$ cat src/rtl/axi_store_throttle_pkg.sv
// Shared types for the store throttle: AXI response codes and the counter width helper.
package axi_store_throttle_pkg;

    typedef enum logic [1:0] {
        RESP_OKAY   = 2'b00,
        RESP_EXOKAY = 2'b01,
        RESP_SLVERR = 2'b10,
        RESP_DECERR = 2'b11
    } resp_t;

    // Bits needed to hold 0..max_out inclusive.
    function automatic int cnt_width(input int max_out);
        return $clog2(max_out + 1);
    endfunction

endpackage

$ cat src/rtl/axi_store_throttle_if.sv
// AXI4 write-channel bundle (AW, W, B) used on both the upstream and downstream side of the throttle.
interface axi_store_throttle_if
    import axi_store_throttle_pkg::*;
#(
    parameter int ID_W   = 4,
    parameter int ADDR_W = 64,
    parameter int DATA_W = 64
);
    logic                aw_valid;
    logic                aw_ready;
    logic [ADDR_W-1:0]   aw_addr;
    logic [ID_W-1:0]     aw_id;

    logic                w_valid;
    logic                w_ready;
    logic [DATA_W-1:0]   w_data;
    logic [DATA_W/8-1:0] w_strb;
    logic                w_last;

    logic                b_valid;
    logic                b_ready;
    logic [ID_W-1:0]     b_id;
    resp_t               b_resp;

    modport master (
        output aw_valid, aw_addr, aw_id,
        input  aw_ready,
        output w_valid, w_data, w_strb, w_last,
        input  w_ready,
        input  b_valid, b_id, b_resp,
        output b_ready
    );

    modport slave (
        input  aw_valid, aw_addr, aw_id,
        output aw_ready,
        input  w_valid, w_data, w_strb, w_last,
        output w_ready,
        output b_valid, b_id, b_resp,
        input  b_ready
    );

endinterface

$ cat src/rtl/axi_store_throttle.sv
// Caps outstanding AXI writes, holds each W burst behind its AW, and provides fence drain
// plus a sticky write-error flag.
module axi_store_throttle
    import axi_store_throttle_pkg::*;
#(
    parameter int MAX_OUTSTANDING = 7,
    parameter int AXI_ID_WIDTH    = 4,
    parameter int AXI_ADDR_WIDTH  = 64,
    parameter int AXI_DATA_WIDTH  = 64
) (
    input  logic                        clk_i,
    input  logic                        rst_ni,
    axi_store_throttle_if.slave         s_port,
    axi_store_throttle_if.master        m_port,
    input  logic                        fence_req_i,
    output logic                        drained_o,
    output logic                        wr_err_o,
    input  logic                        wr_err_clr_i
);

    localparam int CW = cnt_width(MAX_OUTSTANDING);
    typedef logic [CW-1:0] cnt_t;
    localparam cnt_t MAX_CNT = cnt_t'(MAX_OUTSTANDING);

    cnt_t r_out_cnt;
    cnt_t r_w_pend;
    logic r_drained;
    logic r_wr_err;

    cnt_t w_out_cnt_next;
    cnt_t w_w_pend_next;
    logic w_aw_ok;
    logic w_aw_hs;
    logic w_w_gate;
    logic w_w_last_hs;
    logic w_b_hs;
    logic w_b_err;

    // Gated by rst_ni so no handshake can complete while reset is held.
    assign w_aw_ok     = rst_ni & ~fence_req_i & (r_out_cnt < MAX_CNT) & (r_w_pend < MAX_CNT);
    assign w_aw_hs     = s_port.aw_valid & m_port.aw_ready & w_aw_ok;
    assign w_w_gate    = rst_ni & ((r_w_pend != '0) | w_aw_hs);
    assign w_w_last_hs = s_port.w_valid & m_port.w_ready & w_w_gate & s_port.w_last;
    assign w_b_hs      = rst_ni & m_port.b_valid & s_port.b_ready;
    assign w_b_err     = (m_port.b_resp == RESP_SLVERR) | (m_port.b_resp == RESP_DECERR);

    assign m_port.aw_valid = s_port.aw_valid & w_aw_ok;
    assign s_port.aw_ready = m_port.aw_ready & w_aw_ok;
    assign m_port.aw_addr  = s_port.aw_addr;
    assign m_port.aw_id    = s_port.aw_id;

    assign m_port.w_valid  = s_port.w_valid & w_w_gate;
    assign s_port.w_ready  = m_port.w_ready & w_w_gate;
    assign m_port.w_data   = s_port.w_data;
    assign m_port.w_strb   = s_port.w_strb;
    assign m_port.w_last   = s_port.w_last;

    assign s_port.b_valid  = rst_ni & m_port.b_valid;
    assign m_port.b_ready  = rst_ni & s_port.b_ready;
    assign s_port.b_id     = m_port.b_id;
    assign s_port.b_resp   = m_port.b_resp;

    assign drained_o = r_drained;
    assign wr_err_o  = r_wr_err;

    always_comb begin
        w_out_cnt_next = r_out_cnt;
        w_w_pend_next  = r_w_pend;
        if (w_aw_hs && !w_b_hs) begin
            w_out_cnt_next = r_out_cnt + cnt_t'(1);
        end else if (!w_aw_hs && w_b_hs && (r_out_cnt != '0)) begin
            // A stray B at zero is a protocol error; the count saturates rather than wrapping.
            w_out_cnt_next = r_out_cnt - cnt_t'(1);
        end
        if (w_aw_hs && !w_w_last_hs) begin
            w_w_pend_next = r_w_pend + cnt_t'(1);
        end else if (!w_aw_hs && w_w_last_hs) begin
            w_w_pend_next = r_w_pend - cnt_t'(1);
        end
    end

    always_ff @(posedge clk_i or negedge rst_ni) begin
        if (!rst_ni) begin
            r_out_cnt <= '0;
            r_w_pend  <= '0;
            r_drained <= 1'b0;
            r_wr_err  <= 1'b0;
        end else begin
            r_out_cnt <= w_out_cnt_next;
            r_w_pend  <= w_w_pend_next;
            r_drained <= fence_req_i & (w_out_cnt_next == '0) & (w_w_pend_next == '0);
            if (w_b_hs && w_b_err) begin
                r_wr_err <= 1'b1;
            end else if (wr_err_clr_i) begin
                r_wr_err <= 1'b0;
            end
        end
    end

    a_cnt_max: assert property (@(posedge clk_i) disable iff (!rst_ni)
        r_out_cnt <= MAX_CNT);
    a_w_after_aw: assert property (@(posedge clk_i) disable iff (!rst_ni)
        (m_port.w_valid && m_port.w_ready) |-> ((r_w_pend != '0) || w_aw_hs));
    a_b_not_idle: assert property (@(posedge clk_i) disable iff (!rst_ni)
        w_b_hs |-> (r_out_cnt != '0));

endmodule

$ cat src/flat_wrapper.sv
// flat-port wrapper written by rule: the top's interface ports become plain ports
module axi_store_throttle_flat import axi_store_throttle_pkg::*;
#(
    parameter int MAX_OUTSTANDING = 7,
    parameter int AXI_ID_WIDTH    = 4,
    parameter int AXI_ADDR_WIDTH  = 64,
    parameter int AXI_DATA_WIDTH  = 64
)
  (clk_i, rst_ni, fence_req_i, drained_o, wr_err_o, wr_err_clr_i, s_port_aw_valid, s_port_aw_addr, s_port_aw_id, s_port_aw_ready, s_port_w_valid, s_port_w_data, s_port_w_strb, s_port_w_last, s_port_w_ready, s_port_b_valid, s_port_b_id, s_port_b_resp, s_port_b_ready, m_port_aw_valid, m_port_aw_addr, m_port_aw_id, m_port_aw_ready, m_port_w_valid, m_port_w_data, m_port_w_strb, m_port_w_last, m_port_w_ready, m_port_b_valid, m_port_b_id, m_port_b_resp, m_port_b_ready);
  axi_store_throttle_if #(.ID_W((4)), .ADDR_W((64)), .DATA_W((64))) s_port_i ();
  axi_store_throttle_if #(.ID_W((4)), .ADDR_W((64)), .DATA_W((64))) m_port_i ();
  input  logic clk_i;
  input  logic rst_ni;
  input  logic fence_req_i;
  output logic drained_o;
  output logic wr_err_o;
  input  logic wr_err_clr_i;
  input wire logic [$bits(s_port_i.aw_valid)-1:0] s_port_aw_valid;
  input wire logic [$bits(s_port_i.aw_addr)-1:0] s_port_aw_addr;
  input wire logic [$bits(s_port_i.aw_id)-1:0] s_port_aw_id;
  output wire logic [$bits(s_port_i.aw_ready)-1:0] s_port_aw_ready;
  input wire logic [$bits(s_port_i.w_valid)-1:0] s_port_w_valid;
  input wire logic [$bits(s_port_i.w_data)-1:0] s_port_w_data;
  input wire logic [$bits(s_port_i.w_strb)-1:0] s_port_w_strb;
  input wire logic [$bits(s_port_i.w_last)-1:0] s_port_w_last;
  output wire logic [$bits(s_port_i.w_ready)-1:0] s_port_w_ready;
  output wire logic [$bits(s_port_i.b_valid)-1:0] s_port_b_valid;
  output wire logic [$bits(s_port_i.b_id)-1:0] s_port_b_id;
  output wire logic [$bits(s_port_i.b_resp)-1:0] s_port_b_resp;
  input wire logic [$bits(s_port_i.b_ready)-1:0] s_port_b_ready;
  output wire logic [$bits(m_port_i.aw_valid)-1:0] m_port_aw_valid;
  output wire logic [$bits(m_port_i.aw_addr)-1:0] m_port_aw_addr;
  output wire logic [$bits(m_port_i.aw_id)-1:0] m_port_aw_id;
  input wire logic [$bits(m_port_i.aw_ready)-1:0] m_port_aw_ready;
  output wire logic [$bits(m_port_i.w_valid)-1:0] m_port_w_valid;
  output wire logic [$bits(m_port_i.w_data)-1:0] m_port_w_data;
  output wire logic [$bits(m_port_i.w_strb)-1:0] m_port_w_strb;
  output wire logic [$bits(m_port_i.w_last)-1:0] m_port_w_last;
  input wire logic [$bits(m_port_i.w_ready)-1:0] m_port_w_ready;
  input wire logic [$bits(m_port_i.b_valid)-1:0] m_port_b_valid;
  input wire logic [$bits(m_port_i.b_id)-1:0] m_port_b_id;
  input wire logic [$bits(m_port_i.b_resp)-1:0] m_port_b_resp;
  output wire logic [$bits(m_port_i.b_ready)-1:0] m_port_b_ready;
  assign s_port_i.aw_valid = s_port_aw_valid;
  assign s_port_i.aw_addr = s_port_aw_addr;
  assign s_port_i.aw_id = s_port_aw_id;
  assign s_port_aw_ready = s_port_i.aw_ready;
  assign s_port_i.w_valid = s_port_w_valid;
  assign s_port_i.w_data = s_port_w_data;
  assign s_port_i.w_strb = s_port_w_strb;
  assign s_port_i.w_last = s_port_w_last;
  assign s_port_w_ready = s_port_i.w_ready;
  assign s_port_b_valid = s_port_i.b_valid;
  assign s_port_b_id = s_port_i.b_id;
  assign s_port_b_resp = s_port_i.b_resp;
  assign s_port_i.b_ready = s_port_b_ready;
  assign m_port_aw_valid = m_port_i.aw_valid;
  assign m_port_aw_addr = m_port_i.aw_addr;
  assign m_port_aw_id = m_port_i.aw_id;
  assign m_port_i.aw_ready = m_port_aw_ready;
  assign m_port_w_valid = m_port_i.w_valid;
  assign m_port_w_data = m_port_i.w_data;
  assign m_port_w_strb = m_port_i.w_strb;
  assign m_port_w_last = m_port_i.w_last;
  assign m_port_i.w_ready = m_port_w_ready;
  assign m_port_i.b_valid = m_port_b_valid;
  assign m_port_i.b_id = m_port_b_id;
  assign m_port_i.b_resp = m_port_b_resp;
  assign m_port_b_ready = m_port_i.b_ready;
  axi_store_throttle #(.MAX_OUTSTANDING(MAX_OUTSTANDING), .AXI_ID_WIDTH(AXI_ID_WIDTH), .AXI_ADDR_WIDTH(AXI_ADDR_WIDTH), .AXI_DATA_WIDTH(AXI_DATA_WIDTH)) u_core (.clk_i(clk_i), .rst_ni(rst_ni), .s_port(s_port_i), .m_port(m_port_i), .fence_req_i(fence_req_i), .drained_o(drained_o), .wr_err_o(wr_err_o), .wr_err_clr_i(wr_err_clr_i));
endmodule
$ cat config.mk
export PLATFORM = sky130hd
export DESIGN_NAME = axi_store_throttle_flat
export DESIGN_NICKNAME = d
export VERILOG_FILES = /design/src/rtl/axi_store_throttle_pkg.sv /design/src/rtl/axi_store_throttle_if.sv /design/src/rtl/axi_store_throttle.sv /design/src/flat_wrapper.sv
export SDC_FILE = /design/constraint.sdc
export NUM_CORES = 1
export LEC_CHECK = 0
export BUFFER_PORTS_ARGS = -buffer_cell sky130_fd_sc_hd__clkbuf_2
export CELL_PAD_IN_SITES_DETAIL_PLACEMENT = 1
export CELL_PAD_IN_SITES_GLOBAL_PLACEMENT = 2
export CORE_MARGIN = 3
export CORE_UTILIZATION = 10
export CTS_BUF_LIST = sky130_fd_sc_hd__clkbuf_16
export CTS_CLUSTER_SIZE = 8
export DETAILED_ROUTE_END_ITERATION = 6
export GPL_TIMING_DRIVEN = 1
export PLACE_DENSITY = 0.77
export SLEW_MARGIN = 20
export SYNTH_ARGS = -nofsm -noshare
export SYNTH_HDL_FRONTEND = slang
export SYNTH_SLANG_ARGS = --single-unit
$ cat constraint.sdc
create_clock -name clk_i -period 1.8 [get_ports clk_i]
set_input_delay 0.36 -clock clk_i [delete_from_list [all_inputs] [get_ports clk_i]]
set_output_delay 0.36 -clock clk_i [all_outputs]
set_load 0.05 [all_outputs]
==> impl_metrics.toml <==
[clocking]
clock_path_buffers = 2
ctsHtreeMaxLevel = 1
cts-root-buf = "clkbuf_16"
clk_pin_slew_ns = 0.03
cts_buffers = 3
cts_tree = "done"
worstSkewPairLatency_ns = 0.22
cts.sinks = 8
hold_buffers = 0

[layout]
fill_cells = 2160
area_growth_pct = -17.6
antenna_cells = 0
multiInputGateArea_sq_um = 598
fin_cells = 363
fin_area_sq_mm = 0.00154
drive_above_1_share_pct = 50.7
regArea_sq_um = 200
layout.nets = 299
final_common_cell = "buf_4"
finish.utilization_pct = 8.46
layout_common_cells = "buf_4, clkbuf_2, nand2_1, dfrtp_1, nor2_1"

[setup_path]
reg2reg_depth = 8
reg2reg_to = "u_core.drained_o"
endpoint_kind = "register"
crit_slowest_cell = "dfrtp_1"
worstSetupEndpoint = "u_core.drained_o"
cpPeakStageDelay_ns = 0.38
cp.arrival_ns = 1.98
cp.buffers_inverters = 1
r2r_setup_slack_ns = -0.06
critPathMaxFanout = 3
worst-endpoint-required_ns = 1.92
path_class = "register to register"
cp.depth = 8
worstSetupStartpointType = "register"
crit_path_frequent_cell = "ha_4"
r2r-start = "u_core.r_out_cnt[1]"
critPathLaunch = "u_core.r_out_cnt[1]"
path_cells = "inv_2 > ha_4 > ha_4 > and4b_1 > nor2_2 > a2111oi_4 > o211ai_1 > nor4_2"
path_delay_family = "compound AO/OA/AOI/OAI gates"

[placement]
placed_area_sq_mm = 0.00130
place_inst = 355
gp_congestion = 0.776
dp_hpwl_microns = 4140
portBuffers = 21

[power_and_ir_drop]
peakVddDrop_v = 0.000248
power_density_mw_per_mm2 = 1150
leakagePower_nw = 0.609

[detailed_routing]
wl_per_cell_microns = 13.2
drt_iter0_markers = 29
drt_wl_total_microns = 4800
ant_nets = 0
vias = 1041
drt-pass1-iter-count = 4
via_per_inst = 2.87
drc = 0

[timing]
setup_viol_count_final = 3
setup_ws_ns = -0.0600
fin_crit_ns = 1.86
finalHoldViolations = 0
finalClockSkew_ns = 0.00110
hold_slack_ns = 0.110
rsz0062_at_grt = "true"
tns_ns = -0.153
min_period_over_period_pct = 103
worstMarginPinSlew_ns = 0.496
fmax_mhz = 538
slew_violations = 0
slew_headroom_pct = 66.6

[run]
max_cap_viol_count = 0

[floorplanning]
core-area_sq_mm = 0.0181
die_y_microns = 142
die_area_sq_mm = 0.0203
rows = 49
ios = 312
start_util_pct = 10.3
fp.dieW_microns = 142

[yosys]
synth_ff_type = "dfrtp_1"
synth_edf_count = 0
post_synth.cell_area_avg_sq_um = 7.89
synth_seq_cells = 8
synth_nets = 399
synth.distinct_cells = 36
yosysSeqAreaShare_pct = 10.7
yosysWarnings = 0
async_flop_share_pct = 100
synth_top_cell_by_area = "buf_4"
synth_cells = 236
synth_area_leaders = "buf_4, dfrtp_1, ha_1, and3_1, o211a_1"
synth_top_area_share_pct = 59.2
syn_area_sq_mm = 0.00186

[global_routing]
grt_overflow = 0
grt_pass1_wl_microns = 6770
grtUsageTotal_pct = 4.35
grt_max_degree = 11
grt_pass1_vias = 1129
grt_antenna_before_repair = 0

[worst_hold_path]
min_path_type = "input pin to async pin"

[status]
violations = "setup timing"
status = "finished with violations"
[where the power goes]
group | internal [W] | switching [W]
registers | 0.000248 | 0.0000498
logic | 0.000569 | 0.000545
clock network | 0.000285 | 0.0000699
[metrics by stage]
step                total power (W)  setup slack, ns
floorplan                   0.00166          -0.0522
global placement            0.00111          -0.0364
detailed placement          0.00114           -0.114
CTS                         0.00170           -0.102
global route                0.00190           -0.166
finish                      0.00177          -0.0600
[worst min path at each step]
stage                     cells past startpoint  slack (ns)                  to
after floorplan                               0        0.06    u_core.drained_o
after global placement                        2        0.36  u_core.r_w_pend[1]
after detailed placement                      2        0.36  u_core.r_w_pend[1]
after CTS                                     2        0.13  u_core.r_w_pend[1]
after global routing                          2        0.15  u_core.r_w_pend[0]
final                                         2        0.11  u_core.r_w_pend[1]
[cells in the mapped netlist, types with 2 or more instances]
cell type,instances
buf_4,147
dfrtp_1,8
inv_1,8
nand2_1,8
nor2_1,7
and3_1,6
ha_1,6
nand3_1,5
and2_1,3
nand4_1,3
o211a_1,3
o21ai_0,3
a21oi_1,2
buf_6,2
nand2b_1,2
nand4b_1,2
nor4_1,2
[state kept, by name (all words and copies together) (netlist names)]
register	flops
u_core.wr_err_o	1
u_core.r_out_cnt	3
u_core.r_w_pend	3
u_core.drained_o	1
[cell type report]
cell class	count	area share (%)
Clock buffer	3	4.89
Sequential cell	8	13.0
Timing Repair Buffer	45	22.5
Tap cell	229	18.7
Inverter	8	1.96
Multi-Input combinational cell	70	39.0
[what timing repair did]
item,4_1_cts,5_1_grt
endpoints found under the hold margin,0,0
buffers inserted,3,4
setup endpoints to repair,5,7
resized for setup,21,11
pin swaps,2,4
[worst register-to-register path, cell delays in order, from the launching register on]
cell       delay, ns
dfrtp_1         0.38
inv_2           0.07
ha_4            0.16
ha_4            0.15
and4b_1         0.27
nor2_2          0.06
a2111oi_4       0.36
o211ai_1        0.15
nor4_2          0.16
[layer usage]
metal  GRT usage, %  part of all wire [%]  up-vias
li1               -                     -      418
met1           3.16                    25      468
met2           7.57                    49       99
met3           2.69                    16       56
met4           4.20                   9.6        0
met5              0                     0        -
[kinds of logic after synthesis]
group | share of synthesized area, %
adders and majority gates | 4.03
muxes | 0.537
DFF | 10.7
buffers and inverters | 62.3
and+or+nand+nor | 14.9
xor gates and xnor gates | 0.470
AOI/OAI and AO/OA | 7.05
Power figures use the tool's default switching activity.
